===== src/rtl/util_pkg.sv =====
// Shared display/ambient-light constants and types used by disp_lux and the
// display PDM dimmer.
package util_pkg;

  localparam int DISP_PDM_W = 8;
  localparam int LUX_CNT_W  = 16;

  typedef logic [DISP_PDM_W-1:0] pdm_t;
  typedef logic [LUX_CNT_W-1:0]  lux_cnt_t;

  localparam pdm_t     PDM_MAX   = {DISP_PDM_W{1'b1}};
  localparam pdm_t     PDM_RESET = pdm_t'(8'h80);
  localparam lux_cnt_t LUX_MAX   = {LUX_CNT_W{1'b1}};

endpackage


===== src/rtl/sync_rise.sv =====
// Two-flop synchronizer for an asynchronous pulse train plus a history flop,
// producing a single-cycle strobe on each rising edge.
module sync_rise (
  input  logic clk,
  input  logic rst_n,
  input  logic din,
  output logic rise
);

  logic meta_q;
  logic sync_q;
  logic prev_q;

  always_ff @(posedge clk or negedge rst_n) begin
    if (!rst_n) begin
      meta_q <= 1'b0;
      sync_q <= 1'b0;
      prev_q <= 1'b0;
    end else begin
      meta_q <= din;
      sync_q <= meta_q;
      prev_q <= sync_q;
    end
  end

  assign rise = sync_q & ~prev_q;

endmodule


===== src/rtl/disp_lux.sv =====
// Ambient-light driven display brightness: counts sensor edges over a fixed
// microsecond gate, scales and clamps the count, and slews disp_pdm toward it.
module disp_lux
  import util_pkg::*;
#(
  parameter int GATE_US = 10000,
  parameter int SHIFT   = 4
) (
  input  logic                  clk,
  input  logic                  rst_n,
  input  logic                  tsc_1ppus,
  input  logic                  lux_in,
  input  logic                  cfg_auto,
  input  logic [DISP_PDM_W-1:0] cfg_manual,
  input  logic [DISP_PDM_W-1:0] cfg_min,
  input  logic [DISP_PDM_W-1:0] cfg_max,
  output logic [DISP_PDM_W-1:0] disp_pdm,
  output logic [LUX_CNT_W-1:0]  lux_cnt,
  output logic                  lux_valid
);

  localparam int              GATE_W    = (GATE_US > 1) ? $clog2(GATE_US) : 1;
  localparam logic [GATE_W-1:0] GATE_LAST = GATE_W'(GATE_US - 1);

  function automatic lux_cnt_t sat_inc(input lux_cnt_t cnt);
    return (cnt == LUX_MAX) ? cnt : cnt + LUX_CNT_W'(1);
  endfunction

  function automatic pdm_t sat_scale(input lux_cnt_t cnt);
    lux_cnt_t scaled;
    scaled = cnt >> SHIFT;
    return (scaled > lux_cnt_t'(PDM_MAX)) ? PDM_MAX : scaled[DISP_PDM_W-1:0];
  endfunction

  // Raising to the floor first then capping means an inverted window
  // (lo > hi) always resolves to hi.
  function automatic pdm_t clamp(input pdm_t val, input pdm_t lo, input pdm_t hi);
    pdm_t t;
    t = (val < lo) ? lo : val;
    t = (t > hi) ? hi : t;
    return t;
  endfunction

  function automatic pdm_t slew(input pdm_t cur, input pdm_t tgt);
    if (cur < tgt) return cur + DISP_PDM_W'(1);
    if (cur > tgt) return cur - DISP_PDM_W'(1);
    return cur;
  endfunction

  logic              rise_p0;
  logic              gate_end_p0;
  logic [GATE_W-1:0] gate_cnt;
  lux_cnt_t          edge_cnt;
  lux_cnt_t          cnt_p1;
  logic              vld_p1;
  pdm_t              target_p2;
  logic              vld_p2;
  pdm_t              pdm_p3;

  // ---- stage 0: edge detect, gate timing, windowed edge count ----
  sync_rise u_sync_rise (
    .clk   (clk),
    .rst_n (rst_n),
    .din   (lux_in),
    .rise  (rise_p0)
  );

  assign gate_end_p0 = tsc_1ppus && (gate_cnt == GATE_LAST);

  always_ff @(posedge clk or negedge rst_n) begin
    if (!rst_n) begin
      gate_cnt <= '0;
    end else if (tsc_1ppus) begin
      gate_cnt <= (gate_cnt == GATE_LAST) ? '0 : gate_cnt + GATE_W'(1);
    end
  end

  // An edge landing on the closing cycle seeds the next window.
  always_ff @(posedge clk or negedge rst_n) begin
    if (!rst_n) begin
      edge_cnt <= '0;
    end else if (gate_end_p0) begin
      edge_cnt <= rise_p0 ? LUX_CNT_W'(1) : '0;
    end else if (rise_p0) begin
      edge_cnt <= sat_inc(edge_cnt);
    end
  end

  // ---- stage 1: publish closing count ----
  always_ff @(posedge clk or negedge rst_n) begin
    if (!rst_n) begin
      cnt_p1 <= '0;
      vld_p1 <= 1'b0;
    end else begin
      vld_p1 <= gate_end_p0;
      if (gate_end_p0) cnt_p1 <= edge_cnt;
    end
  end

  assign lux_cnt   = cnt_p1;
  assign lux_valid = vld_p1;

  // ---- stage 2: scale and clamp into a brightness target ----
  always_ff @(posedge clk or negedge rst_n) begin
    if (!rst_n) begin
      target_p2 <= PDM_RESET;
      vld_p2    <= 1'b0;
    end else begin
      vld_p2 <= vld_p1;
      if (vld_p1) target_p2 <= clamp(sat_scale(cnt_p1), cfg_min, cfg_max);
    end
  end

  // ---- stage 3: brightness output (slewed in auto, direct in manual) ----
  always_ff @(posedge clk or negedge rst_n) begin
    if (!rst_n) begin
      pdm_p3 <= PDM_RESET;
    end else if (!cfg_auto) begin
      pdm_p3 <= cfg_manual;
    end else if (vld_p2) begin
      pdm_p3 <= slew(pdm_p3, target_p2);
    end
  end

  assign disp_pdm = pdm_p3;

endmodule


===== config.mk =====
export PLATFORM = sky130hd
export DESIGN_NAME = disp_lux
export DESIGN_NICKNAME = d
export VERILOG_FILES = /design/src/rtl/util_pkg.sv /design/src/rtl/sync_rise.sv /design/src/rtl/disp_lux.sv
export SDC_FILE = /design/constraint.sdc
export NUM_CORES = 1
export LEC_CHECK = 0
export CAP_MARGIN = 10
export CORE_ASPECT_RATIO = 1.5
export CORE_MARGIN = 5
export CORE_UTILIZATION = 40
export DETAILED_ROUTE_END_ITERATION = 8
export GPL_ROUTABILITY_DRIVEN = 0
export GPL_TIMING_DRIVEN = 0
export SYNTH_ARGS = -nofsm -noshare
export SYNTH_HDL_FRONTEND = slang
export SYNTH_SLANG_ARGS = --single-unit

===== constraint.sdc =====
create_clock -name clk -period 5.1 [get_ports clk]
set_input_delay 0.51 -clock clk [delete_from_list [all_inputs] [get_ports clk]]
set_output_delay 0.51 -clock clk [all_outputs]
set_load 0.01 [all_outputs]

# --- Word level (Yosys, flattened, before mapping) ---
# Index checks and enable logic that the tools add are counted.
word_totals:
  ff_bits: 67
  inputBits: 29
op_classes:
  addsub: 4
  magnitude_cmp: 5
  n_eq_ne: 5
  muxes: 21
  bitwise: 2
  n_reduce_logical: 4
ops:
  columns: ["operator", "count"]
  rows:
  - ["8-bit 2-to-1 mux", 9]
  - ["16-bit 2-to-1 mux", 3]
  - ["16-bit by 1-bit adder with 16-bit output (second input constant)", 1]
  - ["16-bit equality test (second input constant)", 1]
  - ["8-bit > comparator", 2]
  - ["8-bit less-than comparator", 2]
  - ["14-bit by 1-bit adder with 14-bit output (second input constant)", 1]
  - ["14-bit equality test (second input constant)", 1]
  - ["14-bit 2-to-1 mux", 1]
  - ["12-bit by 8-bit > comparator with 1-bit output (second input constant)", 1]
  - ["8-bit by 1-bit adder with 8-bit output (second input constant)", 1]
  - ["1-bit 2-to-1 mux", 8]
  - ["8-bit by 1-bit subtractor with 8-bit output (second input constant)", 1]
  - ["2-bit AND reduction", 2]
  - ["3-bit by 1-bit inequality test with 1-bit output (second input constant)", 1]
  - ["2-bit by 1-bit inequality test with 1-bit output (second input constant)", 1]
  - ["2-bit inequality test (second input constant)", 1]
  - ["2-bit nonzero test", 1]
  - ["1-bit AND", 1]
  - ["1-bit logical AND", 1]
  - ["1-bit inverter", 1]

# --- Longest topological paths before layout ---
depth:
  ltp_word: 11
  ltp_mapped: 17
  depth_no_buf: 17

# --- By module ---
# A second synthesis with hierarchy kept.
hier_totals:
  cells_unflattened: 389
  hier_area_um2: 3922.5
by_module_without_submodules:
  columns: ["module", "instances", "cells_per_inst", "area_each_um2"]
  rows:
  - ["disp_lux", 1, 385, 3833.7]
  - ["sync_rise", 1, 4, 88.8]

# --- Worst setup path after synthesis ---
# OpenSTA, ideal clock, no wires.
synth_timing:
  kind: "reg-to-reg"
  start: "reg cnt_p1[13], in the netlist lux_cnt[13]"
  end: "reg target_p2[1]"
  setup_time_ns: 0.137
  arrival_time_ns: 3.878
  required_time_ns: 4.963
  slack_ns: 1.085
  stages_incl_launch_ff: 16
  n_path_buf: 0
  period_less_slack_ns: 4.015
  cell_sequence: "dfrtp_1 nor4_4 or2b_1 ha_1 o211ai_1 a21oi_2 a211oi_2 o21ai_2 mux2_4 ha_1 nand2_1 o21ai_0 mux2i_1 nor2_1 mux2i_1 a21oi_1"
synth_between:
  elab_chain_len: 6
synth_lines:
  columns: ["element", "line_no", "rtl"]
  rows:
  - ["start: declaration", "disp_lux.sv:54", "lux_cnt_t cnt_p1;"]
  - ["start signal: assignment", "disp_lux.sv:96", "if (gate_end_p0) cnt_p1 <= edge_cnt;"]
  - ["12-bit by 8-bit > comparator with 1-bit output *", "disp_lux.sv:32", "return (scaled > lux_cnt_t'(PDM_MAX)) ? PDM_MAX : scaled[DISP_PDM_W-1:0];"]
  - ["8-bit 2-to-1 mux *", "disp_lux.sv:32", null]
  - ["8-bit less-than comparator", "disp_lux.sv:39", "t = (val < lo) ? lo : val;"]
  - ["8-bit 2-to-1 mux *", "disp_lux.sv:39", null]
  - ["8-bit > comparator", "disp_lux.sv:40", "t = (t > hi) ? hi : t;"]
  - ["8-bit 2-to-1 mux *", "disp_lux.sv:40", null]
  - ["end signal: assignment", "disp_lux.sv:110", "if (vld_p1) target_p2 <= clamp(sat_scale(cnt_p1), cfg_min, cfg_max);"]
  - ["end: declaration", "disp_lux.sv:56", "pdm_t target_p2;"]
# Mark *: on every way between the ends. The rest lies on a longest branch, timed or not.
# A chain may end at the register's enable or synchronous reset.

# --- Worst setup path after layout ---
layout_timing:
  start: "reg cnt_p1[13], in the netlist lux_cnt[13]"
  end: "reg target_p2[5]"
# The elaborated chain is that of the path after synthesis.

==> out/metrics.yaml <==
via_per_inst: 5.16
drive_gt1_share_pct: 13.1
layout_common_cells: "dfrtp_1, clkdlybuf4s50_1, nor2_1, inv_1, ha_1"
cts_buffers: 9
cts.sinks: 67
grt_pass1_wl_mm: 14.4
design_area_um2: 4960
avgRoutedWirePerCell_um: 15.1
cts_tree: "yes"
cap_violations: 0
area.growth.synth_to_final_pct: 24.2
holdWs_ps: 290
yosysSeqAreaShare_pct: 42.1
power_uw: 1440
cts_max_level: 3
synth_top_area_share_pct: 40.7
die_w_um: 91.6
initialDrtViolationCount: 60
start_util_pct: 41.0
hpwlAfterDp_mm: 6.62
drv_slew: 0
ys_ff_latch: 67
io_buffer_count: 53
hold_class: "input pin to async pin"
detail-route-antenna-nets: 0
synthArstFlopShare_pct: 100
antenna_found_initial: 0
fp-row-count: 44
fin_util_pct: 50.9
final_common_cell: "dfrtp_1"
synth_nets: 439
postCtsHoldBufs: 0
ys_dominant_reg_cell: "dfrtp_1"
worst_pin_slew_ps: 868
synth_area_leaders: "dfrtp_1, ha_1, xor2_1, nor2_1, xnor2_1"
rsz0062_at_grt: "no"
synth_edf_count: 0
yosys_warnings: 0
post_cts_buffers: 0
io-pin-count: 54
crit_required_ps: 5280
finalCritPeriodShare_pct: 89.6
worstSkewPairLatency_ps: 320
syn-mean-instance-area_um2: 10.4
path_clk_slew_ps: 50
grt_pass1_vias: 3102
setup_viol: 0
yosys.area.top_type: "dfrtp_1"
grt_remaining_overflow: 0
tns_ps: 0
via_count: 2920
synth_area_um2: 3990
netlist_instances: 383
core_region_area_um2: 9740
critical_path_class: "flip-flop to flip-flop"
dpl_cell_area_um2: 4660
fmax_mhz: 219
fin_skew_ps: 3.40
fp.dieH_um: 132
n_antenna_cell: 0
powerDensity_nw_per_um2: 290
end_kind: "flip-flop"
path_max_fanout: 9
dieArea_um2: 12100
finalHoldViolCount: 0
relSlewSlack_pct: 41.9
finalCriticalPeriod_ps: 4570
status: "complete, no violations"
grt_max_degree: 68
nets: 503
ctsRootBufferMaster: "clkbuf_16"
peakVddDrop_mv: 0.177
critPathLaunchType: "flip-flop"
cp.arrival_ps: 4750
firstDrtPassIters: 5
grt_use_total_pct: 14.7
synthDistinctLibCells: 58
routed_wl_mm: 8.57
leakage_uw: 0.00224
cts_buffer_depth: 2
cts_resized: 0
drc: 0
==> power by group <==
part           switching, uW  total, uW  leakage, uW  internal, uW
clock                    213        614     0.000146           402
combinational            106        208      0.00133           102
sequential              44.1        617     0.000772           573
==> cells in the mapped netlist, drive strengths merged (4+ instances only) <==
cell type  number
buf             5
xnor2          16
clkbuf          4
mux2i          10
nand3          14
o21ai          10
nand2          16
inv            28
dfrtp          65
and3            5
nor3            6
a21oi          28
nand4          15
or2b            7
ha             27
a211oi          4
nor4            7
nor2           42
xor2           18
mux2           25
nand2b          4
==> registers in the layout, indices dropped and copies added (netlist names) <==
register / cells
gate_cnt: 14
vld_p2: 1
u_sync_rise.meta_q: 1
lux_valid: 1
lux_cnt: 16
disp_pdm: 8
u_sync_rise.prev_q: 1
edge_cnt: 16
target_p2: 8
u_sync_rise.sync_q: 1
==> critical path, cell delays in order (launching register included) <==
cell and delay (ps):
dfrtp_1 420, nor4_4 520, or2b_1 290, ha_1 310
o211ai_1 110, a21oi_2 130, a211oi_2 60, o21ai_2 460
mux2_4 360, ha_1 310, nand2_1 50, o21ai_0 250
mux2i_1 120, nor2_1 670, mux2i_1 270, a21oi_1 90
==> layout make-up <==
class	instances	area (um^2)
clock inverter	2	35.0
buffer	9	43.8
multi-input combinational	279	2160
inverter	28	105
clock buffer	13	260
timing repair buffer	53	528
sequential	67	1680
fill	913	4780
tap	115	144
==> cells by family after synthesis <==
kind of cell / share of synthesized area, %
simple gates: 18.6
flops: 42.1
compound gates: 9.46
buf+inv: 3.73
mux: 10.2
xor+xnor: 7.46
fa+ha+maj: 8.46
==> routing by layer <==
layer | vias to the layer above | part of all wire (%) | wire [um] | global-route usage (%)
met5 | - | 0 | 0 | 0
met4 | 0 | 1.4 | 121 | 5.20
met3 | 10 | 3.9 | 331 | 3.20
met2 | 51 | 55 | 4680 | 27.2
met1 | 1395 | 40 | 3440 | 16.0
li1 | 1464 | - | - | -
==> stage by stage <==
step	std cells	setup slack, ps
after detailed placement	551	459
after floorplan	383	1080
after CTS	566	435
after global placement	551	474
final	566	531
after global routing	566	153
==> path summary, 6_finish.rpt <==
kind | from | end | slack [ps] | depth (start not counted)
max | lux_cnt[13] | target_p2[5] | 530 | 15
min | rst_n | edge_cnt[12] | 290 | 1
max reg2reg | lux_cnt[13] | target_p2[5] | 530 | 15
min reg2reg | u_sync_rise.meta_q | u_sync_rise.sync_q | 360 | 0
max in group asynchronous | rst_n | edge_cnt[6] | 4250 | 1
min in group clk | u_sync_rise.meta_q | u_sync_rise.sync_q | 360 | 0
No activity file was read; power rests on OpenSTA's default activity.
